`config.mk`:
```
export PLATFORM = sky130hd
export DESIGN_NAME = transport_rx
export DESIGN_NICKNAME = d
export VERILOG_FILES = /design/src/rtl/transport_pkg.sv /design/src/rtl/transport_rx.sv
export SDC_FILE = /design/constraint.sdc
export NUM_CORES = 1
export LEC_CHECK = 0
export CELL_PAD_IN_SITES_DETAIL_PLACEMENT = 0
export CELL_PAD_IN_SITES_GLOBAL_PLACEMENT = 1
export CORE_MARGIN = 5
export CORE_UTILIZATION = 40
export CTS_BUF_LIST = sky130_fd_sc_hd__clkbuf_2
export DETAILED_ROUTE_END_ITERATION = 10
export GPL_ROUTABILITY_DRIVEN = 0
export HOLD_SLACK_MARGIN = 0.02
export PLACE_DENSITY = 0.9
export REMOVE_ABC_BUFFERS = 1
export SLEW_MARGIN = 20
export SYNTH_ARGS = -nofsm -noshare
export SYNTH_HDL_FRONTEND = slang
export SYNTH_SLANG_ARGS = --single-unit
export TNS_END_PERCENT = 50
```
`constraint.sdc`:
```
create_clock -name clk -period 1.7 [get_ports clk]
set_input_delay 0.51 -clock clk [delete_from_list [all_inputs] [get_ports clk]]
set_output_delay 0.51 -clock clk [all_outputs]
set_load 0.02 [all_outputs]
```
`src/rtl/transport_pkg.sv`:
```
// Shared transport-layer definitions: header type codes, header field masks and packet geometry.
package transport_pkg;

  localparam logic [1:0] TYPE_IDLE  = 2'b00;
  localparam logic [1:0] TYPE_CTRL  = 2'b01;
  localparam logic [1:0] TYPE_AUDIO = 2'b10;

  localparam logic [7:0] HDR_TYPE_MASK  = 8'hC0;
  localparam int         HDR_TYPE_SHIFT = 6;

  localparam int PKT_BYTES_DEF = 16;

  function automatic logic [1:0] hdrType(input logic [7:0] hdr);
    logic [7:0] masked;
    masked = hdr & HDR_TYPE_MASK;
    return 2'(masked >> HDR_TYPE_SHIFT);
  endfunction

endpackage

```
`src/rtl/transport_rx.sv`:
```
// Transport receive: parses fixed-size packets, emits 16-bit control/audio words MSB byte first.
// All strobes registered, one cycle after the triggering byte; no backpressure, stalls via byte_valid.
module transport_rx
  import transport_pkg::*;
#(
  parameter int PKT_BYTES   = PKT_BYTES_DEF,
  parameter int AUD_SAMPLES = 7,
  parameter int CTRL_WORDS  = 1
) (
  input  logic        clk,
  input  logic        reset,
  input  logic [7:0]  byte_in,
  input  logic        byte_valid,
  output logic [1:0]  cmd,
  output logic [15:0] data,
  output logic        data_valid,
  output logic        pkt_done,
  output logic        pkt_error,
  output logic        busy
);

  localparam int CNT_W = $clog2(PKT_BYTES);
  localparam logic [CNT_W-1:0] LAST_IDX = CNT_W'(PKT_BYTES - 1);

  if (1 + 2 * AUD_SAMPLES > PKT_BYTES) begin : gBadAudio
    $error("transport_rx: audio payload does not fit in PKT_BYTES");
  end
  if (1 + 2 * CTRL_WORDS > PKT_BYTES) begin : gBadCtrl
    $error("transport_rx: control payload does not fit in PKT_BYTES");
  end

  typedef enum logic [2:0] {
    HDR,
    HI,
    LO,
    PAD,
    DROP
  } rxState_e;

  rxState_e         state;
  logic [CNT_W-1:0] byteCnt;
  logic [CNT_W-1:0] wordsLeft;
  logic [7:0]       dataHi;
  logic [1:0]       pktType;
  logic [1:0]       hdrTypeNow;
  logic             lastByte;

  assign hdrTypeNow = hdrType(byte_in);
  assign lastByte   = (byteCnt == LAST_IDX);

  always_ff @(posedge clk) begin
    if (reset) begin
      state      <= HDR;
      byteCnt    <= '0;
      wordsLeft  <= '0;
      dataHi     <= '0;
      pktType    <= TYPE_IDLE;
      cmd        <= TYPE_IDLE;
      data       <= '0;
      data_valid <= 1'b0;
      pkt_done   <= 1'b0;
      pkt_error  <= 1'b0;
      busy       <= 1'b0;
    end else begin
      data_valid <= 1'b0;
      pkt_done   <= 1'b0;
      pkt_error  <= 1'b0;
      // cmd falls back to idle once the packet-done strobe has been seen
      if (pkt_done) cmd <= TYPE_IDLE;

      if (byte_valid) begin
        byteCnt <= lastByte ? '0 : byteCnt + CNT_W'(1);

        unique case (state)
          HDR: begin
            busy <= 1'b1;
            if (hdrTypeNow == TYPE_CTRL || hdrTypeNow == TYPE_AUDIO) begin
              pktType   <= hdrTypeNow;
              wordsLeft <= (hdrTypeNow == TYPE_AUDIO) ? CNT_W'(AUD_SAMPLES)
                                                      : CNT_W'(CTRL_WORDS);
              state     <= HI;
            end else begin
              pkt_error <= 1'b1;
              state     <= DROP;
            end
          end
          HI: begin
            dataHi <= byte_in;
            state  <= LO;
          end
          LO: begin
            data       <= {dataHi, byte_in};
            cmd        <= pktType;
            data_valid <= 1'b1;
            wordsLeft  <= wordsLeft - CNT_W'(1);
            state      <= (wordsLeft > CNT_W'(1)) ? HI : PAD;
          end
          PAD, DROP: ;
          default: state <= HDR;
        endcase

        // The final byte closes the packet regardless of state; overrides the case above.
        if (lastByte) begin
          state    <= HDR;
          busy     <= 1'b0;
          pkt_done <= 1'b1;
        end
      end
    end
  end

endmodule

```
==> metrics.txt <==
status completed; Root Buffer clkbuf_2; CTS tree built; Netlist Area Pre-Place ~1800 um2; Setup-failing EPs final 0; total CTS buffers 5; Yosys reg bits 43; synth warn 0; HP Class flip-flop to flip-flop; Post-CTS Hold Fix Bufs 0; Slew headroom around 80%; Max VDD drop 0.0004336 V; Place WS -302.5 ps; Tot GR Track Use between 10 and 15%; die width a little under 80 um; diode count 0; fraction of registers with async set/reset 0%; vias in the first global route 1,353; CP Launch Type flip-flop; Layout Nets between 200 and 300; minimum clock period about 1600 ps; most instantiated cells after synthesis dfxtp_1 (43), nand2_1 (36), a21oi_1 (23); Worst path depth 1; drt drc 0; first-pass GRT wire length between 6 and 7 mm; Top delay family on crit path flip-flops; I/O pin total 33; clock sink count 43; Clock Skews between 20 and 30 ps; reg-to-reg slack, setup ~180 ps; Die H 77.19 um; CP peak stage delay roughly 380 ps; DRT iter0 DRCs 95; Placed Instances 285; Initial Utilization 41.47%; antenna-violating nets left 0; Worst-Margin Slew approximately 300 ps; worst path required time approximately 1200 ps; largest net degree at the start of global routing 21; antenna violations before repair 0; FF-to-FF End state[1]; clock tree buffer depth 2; layout cell share with drive strength beyond 1 about 14%; number of distinct library cells after synthesis 43; Clk Latency, worst-skew pair between 400 and 500 ps; WP data arrival approximately 1100 ps; CP max-delay cell dfxtp_1; Cells after Synth between 150 and 200; final WL between 3 and 4 mm; CP bufs+invs 1; DR vias/cell 5.024; clock slew at reported path FFs 220 ps; P&R area growth vs syn 25.43%; Fin Setup TNS 0 ps; worst path cell trace dlygate4sd2_1; fin. max-slew vios 0; Worst R2R Path Depth 3; DIE AREA 5958 um2; via count roughly 1,500; cell taking the most area after synthesis dfxtp_1; WL per Instance ~13 um; DP Area ~2200 um2; reg-to-reg startpoint state[0]; fin area roughly 2300 um2; grt ovf 0; H-tree depth 2; Detailed Place HPWL 2.737 mm; critical path type flip-flop to output pin; Leak Pwr 0.9021 nW; IO buf count 32; fraction of the cycle the final worst path needs a little over nine tenths; fillcell total around 430; total of max-cap violations 0; unrepaired setup endpoints after global routing false; Critical Path End Type output pin; Synth top area share about 48%; top-count cell post-synth dfxtp_1; Max Clk Rate between 600 and 700 MHz; register area share after synthesis between 40% and 50%; Final Hold Viols 0; PD cells approximately 800 nW/um2; fin util a little over half; Worst Setup Slack, final between 70 and 80 ps; crit path to data[13]; Worst Setup SP data[13]; Core ar. approximately 4400 um2; Avg Cell Area, Syn ~9.1 um2; commonest register cell after synthesis dfxtp_1; count of TritonRoute iterations in the first routing pass 4; row cnt 24; Area contributors post-synth dfxtp_1 (48%), nand2_1 (7.5%), a21oi_1 (6.4%), mux2i_1 (6.1%), nor2_1 (3.5%); Finished Layout Cells 293; number of flops mapped to enable cells by yosys 0; crit path max fanout 2
-- layout by cell type, fill, tap and decap left out, drive strengths merged, types with 2 or more instances in the layout --
cell	count
a21oi	23
a311oi	2
and3	2
buf	16
clkbuf	9
clkdlybuf4s15	12
clkdlybuf4s50	10
dfxtp	43
dlygate4sd2	7
ha	4
inv	7
mux2i	11
nand2	36
nand2b	3
nand3	4
nand3b	2
nand4	2
nor2	17
nor2b	3
nor3	2
o21ai	3
xor2	2
-- where the power goes --
part	leakage [nW]	switching [mW]	total [mW]	internal (mW)
registers	0.349	0.0374	1.09	1.05
clock network	0.0290	0.335	0.440	0.105
logic	0.524	0.143	0.289	0.146
total	0.902	0.516	1.82	1.30
-- layer usage --
metal,wire [um],vias up,GRT usage [%]
li1,-,756,-
met1,1771,686,16.65
met2,1766,24,20.12
met3,144,6,3.630
met4,66,0,4.983
met5,0,-,0
-- logic make-up (layout without fill, tap and decap cells) --
| kind of cell | count (synthesis) | after routing | share of synthesized area, % |
|---|---|---|---|
| AND/OR/NAND/NOR | 79 | 79 | 22.04 |
| adder cells (fa/ha/maj) | 4 | 4 | 2.772 |
| XOR/XNOR | 3 | 3 | 1.456 |
| multiplexers | 11 | 11 | 6.099 |
| flip-flops | 43 | 43 | 47.68 |
| buffers and inverters | 21 | 63 | 6.168 |
| AO/OA/AOI/OAI | 38 | 38 | 13.79 |
-- through the flow --
stage	hold WS, ps	total power, mW
after floorplan	422.3	1.262
after global placement	440.4	1.399
after detailed placement	442.9	1.402
after CTS	467.4	1.836
after global routing	492.8	1.931
final	462.6	1.817
-- what timing repair did --
item	CTS	global route
buffers inserted	0	0
setup endpoints to repair	22	16
gates resized for setup	22	19
-- worst min-delay path by stage --
stage / end / cells after the start / slack, ps / start
floorplan: cmd[0] / 2 / 420 / pktType[0]
global placement: data[12] / 2 / 440 / dataHi[4]
detailed placement: data[13] / 2 / 440 / dataHi[5]
CTS: data[13] / 2 / 470 / dataHi[5]
global route: data[14] / 2 / 490 / dataHi[6]
finish: data[13] / 2 / 460 / dataHi[5]
-- state kept, by name (all words and copies together), names as in the netlist --
signal,flops
busy,1
byteCnt,4
cmd,2
data,16
dataHi,8
data_valid,1
pktType,2
pkt_done,1
pkt_error,1
state,3
wordsLeft,4
-- layout make-up --
class | count | area, um2 | share of cell area (%)
inverter | 7 | 26.28 | 1.160
sequential | 43 | 862.1 | 38.07
clock buffer | 6 | 30.03 | 1.326
multi-input combinational | 135 | 839.6 | 37.07
timing repair buffer | 48 | 429.2 | 18.95
tap | 52 | 65.06 | 2.873
clock inverter | 2 | 12.51 | 0.5525
No activity file was read; power rests on OpenSTA's default activity.
